`src/rtl/sumador_input_conditioner.sv`:
```
// Input conditioner for the switch/button adder: synchronises and debounces
// the buttons into state-gated pulses, captures operands, holds curr_st.

module sumador_debounce #(
    parameter int CYCLES = 16
) (
    input  logic clk,
    input  logic reset,
    input  logic raw,
    input  logic gate,
    output logic pulse
);
    localparam int CW = (CYCLES > 2) ? $clog2(CYCLES) : 1;
    localparam logic [CW-1:0] LAST = CW'(CYCLES - 1);

    logic          s1;
    logic          s2;
    logic          stable;
    logic [CW-1:0] cnt;
    logic          accept;

    assign accept = (s2 != stable) && (cnt == LAST);

    always_ff @(posedge clk) begin
        if (reset) begin
            s1     <= 1'b0;
            s2     <= 1'b0;
            stable <= 1'b0;
            cnt    <= '0;
            pulse  <= 1'b0;
        end else begin
            s1 <= raw;
            s2 <= s1;
            if (s2 == stable) begin
                cnt <= '0;
            end else if (accept) begin
                stable <= s2;
                cnt    <= '0;
            end else begin
                cnt <= cnt + CW'(1);
            end
            // Only rising acceptances pulse; a closed gate drops the press.
            pulse <= accept && s2 && !stable && gate;
        end
    end
endmodule

module sumador_input_conditioner #(
    parameter int DEBOUNCE_CYCLES = 16
) (
    input  logic       clk,
    input  logic       reset,
    input  logic       btn_enter1,
    input  logic       btn_enter2,
    input  logic       btn_clear,
    input  logic [2:0] sw_num1,
    input  logic [2:0] sw_num2,
    input  logic [1:0] next_st,
    output logic [1:0] curr_st,
    output logic [2:0] num1,
    output logic [2:0] num2,
    output logic       enter1,
    output logic       enter2,
    output logic       clear
);
    typedef enum logic [1:0] {
        STORE_NUM1 = 2'b00,
        STORE_NUM2 = 2'b01,
        ADD        = 2'b10,
        HALT       = 2'b11
    } st_e;

    logic [5:0] sw_s1;
    logic [5:0] sw_s2;
    logic       gate1;
    logic       gate2;
    logic       gate_clr;

    assign gate1    = (curr_st == STORE_NUM1);
    assign gate2    = (curr_st == STORE_NUM2);
    assign gate_clr = (curr_st == HALT);

    // curr_st is passed through untouched; legality is the sequencer's job.
    always_ff @(posedge clk) begin
        if (reset) begin
            sw_s1   <= '0;
            sw_s2   <= '0;
            num1    <= '0;
            num2    <= '0;
            curr_st <= STORE_NUM1;
        end else begin
            sw_s1 <= {sw_num2, sw_num1};
            sw_s2 <= sw_s1;
            if (gate1) begin
                num1 <= sw_s2[2:0];
            end
            if (gate2) begin
                num2 <= sw_s2[5:3];
            end
            curr_st <= next_st;
        end
    end

    sumador_debounce #(
        .CYCLES(DEBOUNCE_CYCLES)
    ) u_enter1 (
        .clk  (clk),
        .reset(reset),
        .raw  (btn_enter1),
        .gate (gate1),
        .pulse(enter1)
    );

    sumador_debounce #(
        .CYCLES(DEBOUNCE_CYCLES)
    ) u_enter2 (
        .clk  (clk),
        .reset(reset),
        .raw  (btn_enter2),
        .gate (gate2),
        .pulse(enter2)
    );

    sumador_debounce #(
        .CYCLES(DEBOUNCE_CYCLES)
    ) u_clear (
        .clk  (clk),
        .reset(reset),
        .raw  (btn_clear),
        .gate (gate_clr),
        .pulse(clear)
    );
endmodule

```
`config.mk`:
```
export PLATFORM = sky130hd
export DESIGN_NAME = sumador_input_conditioner
export DESIGN_NICKNAME = d
export VERILOG_FILES = /design/src/rtl/sumador_input_conditioner.sv
export SDC_FILE = /design/constraint.sdc
export NUM_CORES = 1
export LEC_CHECK = 0
export BUFFER_PORTS_ARGS = -buffer_cell sky130_fd_sc_hd__buf_2
export CORE_ASPECT_RATIO = 1.4
export CORE_UTILIZATION = 45
export CTS_BUF_LIST = sky130_fd_sc_hd__clkbuf_8 sky130_fd_sc_hd__clkbuf_16
export CTS_CLUSTER_SIZE = 24
export DETAILED_ROUTE_END_ITERATION = 7
export HOLD_SLACK_MARGIN = 0.06
export PLACE_DENSITY = 0.68
export SLEW_MARGIN = 20
export SYNTH_ARGS = -nofsm -noshare
export SYNTH_HDL_FRONTEND = slang
export SYNTH_HIERARCHICAL = 1
export SYNTH_SLANG_ARGS = --single-unit
```
`constraint.sdc`:
```
create_clock -name clk -period 1 [get_ports clk]
set_input_delay 0.25 -clock clk [delete_from_list [all_inputs] [get_ports clk]]
set_output_delay 0.25 -clock clk [all_outputs]
set_load 0.05 [all_outputs]
```
==> results.py <==
metrics = {
    "outcome": {
        "status": "complete, but fails checks",
        "violations": "negative setup slack",
    },
    "setup_path": {
        "r2r_end": "num1[2]",
        "critPathTopFamily": "flip-flops",
        "r2r_start": "curr_st[1]",
        "required_ns": 0.75,
        "r2r_cells": 3,
        "cp_slowest_cell": "dfxtp_4",
        "crit_arrival_ns": 0.82,
        "rrSetupSlack_ns": -0.07,
        "cp.depth": 1,
        "cp_cell_sequence": "buf_8",
        "worstSetupPathType": "reg2out",
        "worstSetupEndpointType": "output pin",
        "slowest_delay_ns": 0.38,
        "critPathMaxFanout": 5,
        "cp-start-kind": "flop",
        "crit_buf_inv": 1,
    },
    "sta": {
        "min_period_ns": 1.071,
        "hold_slack_ns": 0.1604,
        "slew_headroom_pct": 84.40,
        "tightest_slew_ns": 0.2320,
        "hold_violations": 0,
        "finalCritPeriodShare_pct": 107.1,
        "setup_ws_ns": -0.07105,
        "rsz0062_at_grt": "yes",
        "slew_violations": 0,
        "finClkSkew_ns": 0.004345,
        "fin_setup_tns_ns": -0.6016,
        "final-setup-viol-count": 16,
        "fmax_mhz": 933.7,
    },
    "finish": {
        "fin_cells": 217,
        "num_antenna_cells": 0,
        "nets": 194,
        "fill_cells": 247,
        "layout_common_cells": "dfxtp_1 (28), nor2b_1 (20), nor2_1 (16), dfxtp_2 (14), buf_2 (13)",
        "drive_above_1_share_pct": 41.01,
        "syn_to_final_growth_pct": 39.91,
        "fin_area_um2": 2057,
        "final_common_cell": "dfxtp_1",
    },
    "cts": {
        "cts_hold_buf": 0,
        "cts_buffer_depth": 2,
        "cts_root_buf": "clkbuf_8",
        "cts_tree": "built",
        "h-tree-depth": 2,
        "clkLatencyLatePin_ns": 0.29,
        "numCtsBuffers": 5,
        "cts_sinks": 44,
        "clkTransAtPathRegs_ns": 0.07,
    },
    "power_and_ir_drop": {
        "power.internal_w": 0.002629,
        "power_switching_w": 0.0006620,
        "pwr-share-clk_pct": 38.2,
        "power_w": 0.003291,
        "switching_share_pct": 20.12,
        "combinationalPowerShare_pct": 6.4,
        "vdd_drop_max_uv": 1279,
        "power.leakage_nw": 0.8336,
        "pwr-share-seq_pct": 55.3,
        "p_per_area_nw_per_um2": 1600,
    },
    "floorplan": {
        "die_x_um": 50.31,
        "die_area_um2": 3503,
        "rows": 24,
        "initial_core_util_pct": 47.08,
        "io_pins": 24,
        "design.core.area_um2": 3123,
        "die_h_um": 69.63,
    },
    "min_path": {
        "holdCritStartpoint": "next_st[1]",
        "hold_path_class": "in2reg",
        "min_path_cells": 2,
        "min_to": "curr_st[1]",
    },
    "global_routing": {
        "grt_pass1_vias": 1028,
        "grt_usage_pct": 16.20,
        "grt_pass1_wl_mm": 4.222,
        "grt_start_max_net_pins": 32,
        "grt_antenna_before_repair": 0,
        "globalRoute.totalOverflow": 0,
    },
    "routing": {
        "wl_per_cell_um": 11.88,
        "wl_mm": 2.578,
        "drcViolationCount": 0,
        "drt-initial-drc-count": 14,
        "num_vias": 1004,
        "ant_nets": 0,
        "via_per_inst": 4.627,
        "dr.pass1.iters": 4,
    },
    "placement": {
        "place_area_um2": 1683,
        "dp_hpwl_mm": 1.656,
        "placed_cells": 202,
        "io_buffers": 23,
        "globalplace.congestion": 0.7751,
    },
    "synth": {
        "yosys.area.top_type_share_pct": 59.91,
        "syn-cell-area_um2": 1470,
        "synthTopCellsByArea": "dfxtp_1 (60%), nor2b_1 (8.5%), nor2_1 (4.1%), xor2_1 (3.6%), ha_1 (2.6%)",
        "yosys_warnings": 6,
        "async_flop_share_pct": 0,
        "synth_cell_type_count": 24,
        "synth-seq-cells": 44,
        "yosysSeqAreaShare_pct": 59.91,
        "synthCells": 137,
        "synth_top_area_cell": "dfxtp_1",
        "synth_flop_cell": "dfxtp_1",
        "synth_nets": 153,
        "synth_edf_count": 0,
        "avgSynthCellArea_um2": 10.73,
    },
    "run": {
        "drv_cap": 0,
    },
}
layer usage:
metal,part of all wire (%),GRT usage (%),up-vias
met3,3.3,5.263,10
met2,57,29.93,18
met5,0,0,-
li1,-,-,526
met1,37,14.71,450
met4,2.9,9.259,0
final cells by class:
type	instances	area, um^2	share of cell area [%]
Clock buffer	5	68.82	3.346
Clock inverter	2	33.78	1.642
Inverter	3	11.26	0.5474
Multi-Input combinational cell	86	651.9	31.69
Sequential cell	44	905.9	44.04
Tap cell	39	48.80	2.372
Timing Repair Buffer	38	336.6	16.36
through the flow:
step	util, %	worst slack, ns
floorplan	-	-0.06098
global placement	53.89	-0.02751
detailed placement	53.89	-0.09408
CTS	62.30	-0.08383
global route	65.87	-0.1015
finish	65.87	-0.07105
power groups by stage:
stage	Combinational [W]	Sequential [W]	Clock, W
3_3_place_gp	0.000158	0.00186	0
4_1_cts	0.000202	0.00182	0.00130
6_report	0.000212	0.00182	0.00126
3_5_place_dp	0.000162	0.00186	0
2_1_floorplan	0.0000774	0.00189	0
5_1_grt	0.000228	0.00183	0.00136
worst max path at each step:
stage,from,to,slack (ns)
2_1_floorplan,curr_st[1],num1[0],-0.06
3_3_place_gp,u_clear/cnt[0],u_clear/pulse,-0.03
3_5_place_dp,u_enter1/cnt[1],u_enter1/pulse,-0.09
4_1_cts,curr_st[1],curr_st[1],-0.08
5_1_grt,curr_st[1],num1[0],-0.10
6_report,curr_st[1],curr_st[1],-0.07
state kept, by name, indices dropped and copies added, names as in the netlist, 2 cells and up:
name          flops
u_enter1/cnt      4
num1              3
sw_s1             6
u_clear/cnt       4
curr_st           2
num2              3
sw_s2             6
u_enter2/cnt      4
Yosys cell counts (all sizes together), types with 6 or more instances:
cell / n
xor2: 6
nor2b: 20
dfxtp: 44
o21ai: 6
nor2: 16
nand3: 6
timing repair:
item / 4_1_cts / 5_1_grt
resized for setup: 41 / 21
gates cloned: 1 / 0
setup buffers: 4 / 3
pin swaps: 6 / 7
setup endpoints to repair: 30 / 34
kinds of logic (layout without fill, tap and decap cells):
logic type | after synthesis | in the layout | share of synthesized area [%]
buffers and inverters | 7 | 48 | 2.383
muxes | 3 | 3 | 2.043
adders and majority gates | 3 | 3 | 2.553
AOI/OAI and AO/OA | 9 | 9 | 3.063
and+or+nand+nor | 62 | 62 | 24.68
DFF | 44 | 44 | 59.91
xor gates and xnor gates | 9 | 9 | 5.362
Power figures use the tool's default switching activity.
